===== config.mk =====
export PLATFORM = sky130hd
export DESIGN_NAME = ls_queue
export DESIGN_NICKNAME = d
export VERILOG_FILES = /design/src/rtl/rv32i_types.sv /design/src/rtl/lsq_mem_align.sv /design/src/rtl/ls_queue.sv
export SDC_FILE = /design/constraint.sdc
export NUM_CORES = 2
export LEC_CHECK = 0
export CORE_UTILIZATION = 40
export CTS_CLUSTER_SIZE = 40
export DETAILED_ROUTE_END_ITERATION = 8
export PLACE_DENSITY = 0.68
export SLEW_MARGIN = 20
export SYNTH_ARGS = -nofsm -noshare
export SYNTH_HDL_FRONTEND = slang
export SYNTH_HIERARCHICAL = 1
export SYNTH_SLANG_ARGS = --single-unit

===== constraint.sdc =====
create_clock -name clk -period 4.1 [get_ports clk]
set_input_delay 0.615 -clock clk [delete_from_list [all_inputs] [get_ports clk]]
set_output_delay 0.615 -clock clk [all_outputs]
set_load 0.02 [all_outputs]

===== src/rtl/rv32i_types.sv =====
// Shared RV32I types: the decode -> load/store queue entry, the queue FSM states
// and the load/store funct3 encodings.
package rv32i_types;

  localparam int ROB_ID_SIZE = 4;

  typedef struct packed {
    logic                   valid;
    logic                   mem_inst;
    logic                   l_s;          // 1 = load, 0 = store
    logic [2:0]             funct3;
    logic [31:0]            rs1_v;
    logic                   r1;           // rs1_v holds the real value
    logic [ROB_ID_SIZE-1:0] rob_id;       // producer of rs1 while !r1
    logic [31:0]            rs2_v;
    logic                   r2;
    logic [ROB_ID_SIZE-1:0] rob_id2;
    logic [31:0]            ls_imm;
    logic [ROB_ID_SIZE-1:0] rob_id_dest;
  } ls_q_entry;

  typedef enum logic [1:0] {IDLE, REQ, DRAIN} lsq_state_t;

  localparam logic [2:0] F3_LB  = 3'b000;
  localparam logic [2:0] F3_LH  = 3'b001;
  localparam logic [2:0] F3_LW  = 3'b010;
  localparam logic [2:0] F3_LBU = 3'b100;
  localparam logic [2:0] F3_LHU = 3'b101;
  localparam logic [2:0] F3_SB  = 3'b000;
  localparam logic [2:0] F3_SH  = 3'b001;
  localparam logic [2:0] F3_SW  = 3'b010;

endpackage


===== src/rtl/lsq_mem_align.sv =====
// Combinational memory alignment: builds the word-aligned request (address,
// byte masks, lane-shifted store data) and extracts/extends returned load data.
module lsq_mem_align
  import rv32i_types::*;
(
  input  logic [31:0] base,
  input  logic [31:0] imm,
  input  logic [2:0]  funct3,
  input  logic        is_load,
  input  logic [31:0] st_data,
  output logic [31:0] addr,
  output logic [1:0]  off,
  output logic [3:0]  rmask,
  output logic [3:0]  wmask,
  output logic [31:0] wdata,
  output logic        misaligned,
  input  logic [2:0]  ld_funct3,
  input  logic [1:0]  ld_off,
  input  logic [31:0] rdata,
  output logic [31:0] ld_data
);

  logic [31:0] ea;
  logic [3:0]  mask;
  logic [31:0] sh;

  // Request side: effective address, size mask, store lane shift
  always_comb begin
    ea         = base + imm;
    addr       = {ea[31:2], 2'b00};
    off        = ea[1:0];
    mask       = 4'b1111;
    misaligned = 1'b0;
    case (funct3[1:0])
      2'b00:   mask = 4'b0001 << off;
      2'b01: begin
        mask       = 4'b0011 << off;
        misaligned = off[0];
      end
      default: misaligned = |off;
    endcase
    rmask = is_load ? mask : 4'b0000;
    wmask = is_load ? 4'b0000 : mask;
    wdata = is_load ? 32'h0 : (st_data << {off, 3'b000});
  end

  // Response side: shift the addressed lane down, then sign/zero extend
  always_comb begin
    sh = rdata >> {ld_off, 3'b000};
    case (ld_funct3)
      F3_LB:   ld_data = {{24{sh[7]}}, sh[7:0]};
      F3_LH:   ld_data = {{16{sh[15]}}, sh[15:0]};
      F3_LBU:  ld_data = {24'h0, sh[7:0]};
      F3_LHU:  ld_data = {16'h0, sh[15:0]};
      default: ld_data = sh;
    endcase
  end

endmodule


===== src/rtl/ls_queue.sv =====
// In-order load/store queue: buffers memory ops from decode, wakes operands off
// the CDB, and issues one dmem request at a time in program order.
module ls_queue
  import rv32i_types::*;
#(
  parameter int DEPTH = 8,
  parameter int ROB_W = ROB_ID_SIZE
) (
  input  logic             clk,
  input  logic             rst,
  input  ls_q_entry        ls_q_inst1,
  output logic             ls_q_full,
  input  logic             flush,
  input  logic             cdb_valid,
  input  logic [ROB_W-1:0] cdb_rob_id,
  input  logic [31:0]      cdb_data,
  input  logic             rob_head_valid,
  input  logic [ROB_W-1:0] rob_head_id,
  output logic [31:0]      dmem_addr,
  output logic [3:0]       dmem_rmask,
  output logic [3:0]       dmem_wmask,
  output logic [31:0]      dmem_wdata,
  input  logic [31:0]      dmem_rdata,
  input  logic             dmem_resp,
  output logic             ld_valid,
  output logic [ROB_W-1:0] ld_rob_id,
  output logic [31:0]      ld_data,
  output logic             st_done,
  output logic [ROB_W-1:0] st_rob_id
);

  localparam int PW = $clog2(DEPTH);
  localparam int CW = PW + 1;

  ls_q_entry        q_q [DEPTH];
  ls_q_entry        q_d [DEPTH];
  logic [PW-1:0]    head_q, head_d, tail_q, tail_d;
  logic [CW-1:0]    count_q, count_d;
  lsq_state_t       state_q, state_d;

  // Registered request and writeback outputs
  logic [31:0]      addr_q, addr_d, wdata_q, wdata_d, ld_data_q, ld_data_d;
  logic [3:0]       rmask_q, rmask_d, wmask_q, wmask_d;
  logic [1:0]       off_q, off_d;
  logic [2:0]       f3_q, f3_d;
  logic             is_load_q, is_load_d;
  logic [ROB_W-1:0] dest_q, dest_d, ld_rob_id_q, ld_rob_id_d, st_rob_id_q, st_rob_id_d;
  logic             ld_valid_q, ld_valid_d, st_done_q, st_done_d;

  ls_q_entry        hd, in_snoop;
  logic             enq, pop, clr_q, clr_req, eligible;
  logic [31:0]      al_addr, al_wdata, al_ld_data;
  logic [1:0]       al_off;
  logic [3:0]       al_rmask, al_wmask;
  logic             al_misaligned;

  assign hd        = q_q[head_q];
  assign ls_q_full = (count_q == CW'(DEPTH));
  assign eligible  = hd.valid && hd.r1 && hd.r2 &&
                     (hd.l_s || (rob_head_valid && hd.rob_id_dest == rob_head_id));

  lsq_mem_align u_align (
    .base      (hd.rs1_v),
    .imm       (hd.ls_imm),
    .funct3    (hd.funct3),
    .is_load   (hd.l_s),
    .st_data   (hd.rs2_v),
    .addr      (al_addr),
    .off       (al_off),
    .rmask     (al_rmask),
    .wmask     (al_wmask),
    .wdata     (al_wdata),
    .misaligned(al_misaligned),
    .ld_funct3 (f3_q),
    .ld_off    (off_q),
    .rdata     (dmem_rdata),
    .ld_data   (al_ld_data)
  );

  assign dmem_addr  = addr_q;
  assign dmem_rmask = rmask_q;
  assign dmem_wmask = wmask_q;
  assign dmem_wdata = wdata_q;
  assign ld_valid   = ld_valid_q;
  assign ld_rob_id  = ld_rob_id_q;
  assign ld_data    = ld_data_q;
  assign st_done    = st_done_q;
  assign st_rob_id  = st_rob_id_q;

  // Next state: wakeup, FSM, pop/enqueue, flush
  always_comb begin
    q_d         = q_q;
    head_d      = head_q;
    tail_d      = tail_q;
    count_d     = count_q;
    state_d     = state_q;
    addr_d      = addr_q;
    rmask_d     = rmask_q;
    wmask_d     = wmask_q;
    wdata_d     = wdata_q;
    off_d       = off_q;
    f3_d        = f3_q;
    is_load_d   = is_load_q;
    dest_d      = dest_q;
    ld_valid_d  = 1'b0;
    ld_rob_id_d = '0;
    ld_data_d   = '0;
    st_done_d   = 1'b0;
    st_rob_id_d = '0;
    pop         = 1'b0;
    clr_q       = 1'b0;
    clr_req     = 1'b0;
    enq         = ls_q_inst1.valid && ls_q_inst1.mem_inst && !ls_q_full && !flush;

    // The incoming entry sees the same CDB broadcast as resident entries
    in_snoop = ls_q_inst1;
    if (cdb_valid && !in_snoop.r1 && in_snoop.rob_id == cdb_rob_id) begin
      in_snoop.rs1_v = cdb_data;
      in_snoop.r1    = 1'b1;
    end
    if (cdb_valid && !in_snoop.r2 && in_snoop.rob_id2 == cdb_rob_id) begin
      in_snoop.rs2_v = cdb_data;
      in_snoop.r2    = 1'b1;
    end
    for (int i = 0; i < DEPTH; i++) begin
      if (cdb_valid && q_q[i].valid && !q_q[i].r1 && q_q[i].rob_id == cdb_rob_id) begin
        q_d[i].rs1_v = cdb_data;
        q_d[i].r1    = 1'b1;
      end
      if (cdb_valid && q_q[i].valid && !q_q[i].r2 && q_q[i].rob_id2 == cdb_rob_id) begin
        q_d[i].rs2_v = cdb_data;
        q_d[i].r2    = 1'b1;
      end
    end

    case (state_q)
      IDLE: begin
        if (flush) begin
          clr_q = 1'b1;
        end else if (eligible) begin
          addr_d    = al_addr;
          rmask_d   = al_rmask;
          wmask_d   = al_wmask;
          wdata_d   = al_wdata;
          off_d     = al_off;
          f3_d      = hd.funct3;
          is_load_d = hd.l_s;
          dest_d    = hd.rob_id_dest;
          state_d   = REQ;
        end
      end
      REQ: begin
        if (flush) begin
          // Only a load can be outstanding here; its response is dropped
          clr_q = 1'b1;
          if (dmem_resp) begin
            clr_req = 1'b1;
            state_d = IDLE;
          end else begin
            state_d = DRAIN;
          end
        end else if (dmem_resp) begin
          pop     = 1'b1;
          clr_req = 1'b1;
          state_d = IDLE;
          if (is_load_q) begin
            ld_valid_d  = 1'b1;
            ld_rob_id_d = dest_q;
            ld_data_d   = al_ld_data;
          end else begin
            st_done_d   = 1'b1;
            st_rob_id_d = dest_q;
          end
        end
      end
      DRAIN: begin
        if (flush) clr_q = 1'b1;
        if (dmem_resp) begin
          clr_req = 1'b1;
          state_d = IDLE;
        end
      end
      default: state_d = IDLE;
    endcase

    if (clr_req) begin
      addr_d    = '0;
      rmask_d   = '0;
      wmask_d   = '0;
      wdata_d   = '0;
      off_d     = '0;
      f3_d      = '0;
      is_load_d = 1'b0;
      dest_d    = '0;
    end

    // Pop and enqueue never alias: enqueue needs !full, pop needs non-empty
    if (pop) begin
      q_d[head_q].valid = 1'b0;
      head_d            = head_q + PW'(1);
    end
    if (enq) begin
      q_d[tail_q] = in_snoop;
      tail_d      = tail_q + PW'(1);
    end
    case ({enq, pop})
      2'b10:   count_d = count_q + CW'(1);
      2'b01:   count_d = count_q - CW'(1);
      default: count_d = count_q;
    endcase

    if (clr_q) begin
      for (int i = 0; i < DEPTH; i++) q_d[i].valid = 1'b0;
      head_d  = '0;
      tail_d  = '0;
      count_d = '0;
    end
  end

  // State registers; reset abandons any in-flight request
  always_ff @(posedge clk or negedge rst) begin
    if (!rst) begin
      for (int i = 0; i < DEPTH; i++) q_q[i] <= '0;
      head_q      <= '0;
      tail_q      <= '0;
      count_q     <= '0;
      state_q     <= IDLE;
      addr_q      <= '0;
      rmask_q     <= '0;
      wmask_q     <= '0;
      wdata_q     <= '0;
      off_q       <= '0;
      f3_q        <= '0;
      is_load_q   <= 1'b0;
      dest_q      <= '0;
      ld_valid_q  <= 1'b0;
      ld_rob_id_q <= '0;
      ld_data_q   <= '0;
      st_done_q   <= 1'b0;
      st_rob_id_q <= '0;
    end else begin
      for (int i = 0; i < DEPTH; i++) q_q[i] <= q_d[i];
      head_q      <= head_d;
      tail_q      <= tail_d;
      count_q     <= count_d;
      state_q     <= state_d;
      addr_q      <= addr_d;
      rmask_q     <= rmask_d;
      wmask_q     <= wmask_d;
      wdata_q     <= wdata_d;
      off_q       <= off_d;
      f3_q        <= f3_d;
      is_load_q   <= is_load_d;
      dest_q      <= dest_d;
      ld_valid_q  <= ld_valid_d;
      ld_rob_id_q <= ld_rob_id_d;
      ld_data_q   <= ld_data_d;
      st_done_q   <= st_done_d;
      st_rob_id_q <= st_rob_id_d;
    end
  end

  // A store in flight is the ROB head, so it can never be flushed
  a_no_store_flush: assert property (@(posedge clk) disable iff (!rst)
    !(state_q == REQ && flush && !is_load_q));

  // Sub-word alignment faults are not handled by this queue
  a_aligned: assert property (@(posedge clk) disable iff (!rst)
    !(state_q == IDLE && !flush && eligible && al_misaligned));

endmodule


Word level (Yosys, flattened, before mapping) --
Index checks and enable logic that the tools add are counted.
Cells by class: $add $sub $neg 5, multiplexer cells 112, eq/ne operators 31, shifts and indexed selects 4, bitwise gates (word level) 2, reduce and logical (&&, ||, !) cells 86, order comparisons 4
Operators with widths (count):
- bitwise mux 928 bit | 2
- two-way mux 928 bit | 2
- demux 116 bit (select 3 bit) | 2
- two-way mux 33 bit | 18
- two-way mux 116 bit | 4
- two-way mux 32 bit | 13
- binary-select mux 116 bit (select 3 bit) | 1
- case mux 32 bit (4 select lines) | 1
- two-way mux 4 bit | 23
- == test 4 bit | 19
- logical AND 1 bit | 53
- adder 32 bit | 1
- << shifter 32 x 5 -> 32 bit | 1
- right shift 32 x 5 -> 32 bit | 1
- two-way mux 1 bit | 26
- two-way mux 3 bit | 8
- logical NOT 1 bit | 20
- two-way mux 2 bit | 9
- case mux 4 bit (2 select lines) | 2
- greater-or-equal comparator 4 bit (second input constant) | 2
- less-than comparator 4 x 1 -> 1 bit (second input constant) | 2
- inverter 3 -> 4 bit | 2
- nonzero test 2 bit | 4
- adder 3 x 1 -> 3 bit (second input constant) | 2
- 20 further kinds | 26
Word-level totals: input port bits 194, register bits 1064, logic and storage cells 357

Depth between registers and ports, before layout --
depth in word-level cells 12, gate-level depth with buffers 22

Hierarchy --
The synthesis kept the hierarchy.
By module, submodules not included:
- ls_queue | sequential area each 26425.3 µm², area an instance 47365.4 µm², times used 1, cells an instance 5062
- lsq_mem_align | sequential area each 0.0 µm², area an instance 3175.5 µm², times used 1, cells an instance 503

Worst setup path after synthesis --
Ideal clock, no wire load.
kind reg2reg, start point register head_q[2], end point register addr_q[28], in the netlist dmem_addr[28], slack -111 ps, data arrival time 4133 ps, stages on the path, launching flop included 23, required time 4022 ps, clock period less this slack 4211 ps, library setup time 78 ps, path through dfrtp_1 -> buf_4 -> buf_6 -> buf_2 -> buf_2 -> buf_2 -> and2_1 -> clkbuf_1 -> clkbuf_1 -> a22oi_1 -> nand4_1 -> ha_1 -> inv_1 -> fa_1 -> nand2b_1 -> a211o_1 -> a21oi_1 -> nand3_1 -> a21oi_1 -> nor4b_1 -> a211oi_1 -> nand3_1 -> a21oi_1
RTL lines:
- start: declaration | RTL line ls_queue.sv:37 | logic [PW-1:0] head_q, head_d, tail_q, tail_d;
- start signal: assignment | RTL line ls_queue.sv:224 | head_q <= '0;
- start signal: assignment | RTL line ls_queue.sv:243 | head_q <= head_d;
- end signal: assignment | RTL line ls_queue.sv:247 | addr_q <= addr_d;
- end: declaration | RTL line ls_queue.sv:42 | logic [31:0] addr_q, addr_d, wdata_q, wdata_d, ld_data_q, ld_data_d;

==> results.md <==
- Avg WL per Cell: 26.4 um
- Layout area overhead: 18.7%
- Crit start category: flip-flop
- Combinational share of power: 29.1%
- Root Buffer: clkbuf_16
- Row cnt: 130
- Commonest non-fill, non-tap cell in the layout: nand2_1
- P per Cell Area: 558 mW/mm2
- Final Hold Fails: 0
- Area of the core region: 0.125 mm2
- Syn Inst Count: 5563
- Reg2reg path depth: 13
- Worst clock skew: 0.0424 ns
- Worst slew margin: 18.9%
- Setup tns final: 0 ns
- Full die area: 0.128 mm2
- Clock sink total: 1056
- Die X: 357 um
- # setup viols final: 0
- Initial antenna violation count: 28
- Clock latency on the worst-skew pair: 0.73 ns
- Critical path data required time: 4.75 ns
- Final instance area: 0.0600 mm2
- Vias per Instance: 6.28
- Period utilisation layout: 97.5%
- P_int: 22100 uW
- Final core occ: 47.8%
- DRT iter0 DRCs: 6847
- Max-cap viol count: 0
- Critical path fanouts, max: 19
- Share of post-route cells with drive strength above 1: 10.5%
- Routed vias: 46800
- Clk pwr share: 31.8%
- Commonest non-fill, non-tap cells in the layout: 1078 x nand2_1, 1053 x dfrtp_1, 514 x o22ai_1, 508 x a21oi_1, 499 x nor2_1
- Worst Path Arrival: 4.65 ns
- Status: completed
- Sequential power share: 39.1%
- Sw Share: 33.9%
- Critical path type: reg -> reg
- DRT Pass-1 Iters: 7
- WL final: 197 mm
- NumNets Final: 5934
- Post-Layout Cell Count: 7453
- Psw: 11300 uW
- Dpl hpwl: 126 mm
- Placed cell area: 0.0559 mm2
- Leak: 0.0274 uW
- GRT Total Usage: 30.0%
- Worst-Margin Slew: 1.22 ns
- Number of global-route vias before repair: 45800
- Inst Count DP: 7226
- Initial Utilization: 40.3%
- Die Ht: 357 um
- Synth Cell Area: 0.0505 mm2
- CP Capture Type: flip-flop
- Post-layout min period: 4.00 ns
- Avg Cell Area, Syn: 9.08 um2
- CTS Buffer Depth: 3
- Synth warn: 6
- Reg2Reg Setup Slack: 0.10 ns
- Fmax: 250 MHz
- Slew Limit Fails: 0
- Max VDD drop: 0.355 mV
- Depth of the CTS H-tree: 3
- Hold Path Class: in -> async
- Cts bufs inserted: 112
- Port buffer count: 308
- GR Overflow Total: 0
- FF-to-FF End: dmem_addr[30]
- Worst R2R Start: head_q[0]
- DRC Markers: 0
- Largest net degree at the start of global routing: 115
- First-pass GRT wire length: 293 mm
- Clk slew on worst S/H paths: 0.06 ns
- Gp weighted congestion: 0.927
- Post-DRT Antenna Nets: 0
- CTS tree: done
- I/O pin count: 309
==> power groups by stage <==
stage	registers, uW	clock network, uW	logic (uW)
3_5_place_dp	13200	0	9480
3_3_place_gp	13200	0	9360
4_1_cts	13000	10700	9520
6_report	13100	10600	9740
2_1_floorplan	13100	0	5650
5_1_grt	13200	11100	10500
==> how the worst max path moves through the flow <==
stage / startpoint / to / slack, ns / cells past startpoint
after floorplan: head_q[2] / dmem_addr[28] / 0.002 / 22
after global placement: head_q[2] / dmem_addr[30] / -0.01 / 12
after detailed placement: head_q[2] / dmem_addr[30] / 0.11 / 12
after CTS: head_q[2] / dmem_addr[30] / 0.1 / 12
after global routing: head_q[0] / dmem_addr[29] / -0.01 / 16
final: head_q[0] / dmem_addr[30] / 0.10 / 13
==> sequential cells by signal, indices dropped and copies added, names as in the netlist <==
name        flops
tail_q          3
dmem_rmask      4
is_load_q       1
ld_rob_id       4
dmem_wdata     32
head_q          3
dest_q          4
dmem_addr      32
off_q           2
f3_q            3
count_q         4
state_q         2
dmem_wmask      4
ld_data        32
st_done         1
q_q           920
ld_valid        1
st_rob_id       4
==> critical path, stage by stage (launching register included) <==
cell	delay [ns]
dfrtp_2	0.49
nor2b_1	0.17
and2_4	0.30
buf_4	0.28
a221oi_1	0.50
o21ai_0	0.32
ha_1	0.56
nand4_1	0.21
or4_1	0.46
o2111ai_1	0.20
nand2_1	0.09
xnor2_1	0.13
nand3_1	0.08
a21oi_1	0.15
==> through the flow <==
step / hold WS [ns] / setup WS [ns] / total power (uW)
floorplan: 0.319 / 0.00163 / 18700
global placement: 0.456 / -0.0119 / 22500
detailed placement: 0.463 / 0.107 / 22700
CTS: 0.477 / 0.0979 / 33200
global route: 0.486 / -0.0112 / 34800
finish: 0.475 / 0.102 / 33400
==> metal layers <==
layer / track usage, % / part of all wire (%)
met1: 39.5 / 38
met5: 0 / 0.099
met2: 46.7 / 45
met3: 7.46 / 12
met4: 13.5 / 4.5
==> area by class of cell <==
cell class,count,area [um2]
Multi-Input combinational cell,3915,22000
Antenna cell,12,30.0
Tap cell,1650,2060
Timing Repair Buffer,558,5460
Sequential cell,1056,26400
Inverter,57,218
Clock buffer,156,3210
Clock inverter,49,602
Fill cell,11700,65400
==> what timing repair did <==
item                                    CTS  global route
endpoints found under the setup margin    0            11
endpoints found under the hold margin    47             0
gates resized for setup                   0            19
hold buffers                              1             0
buffers inserted                          0             7
(Power assumes the default switching activity.)
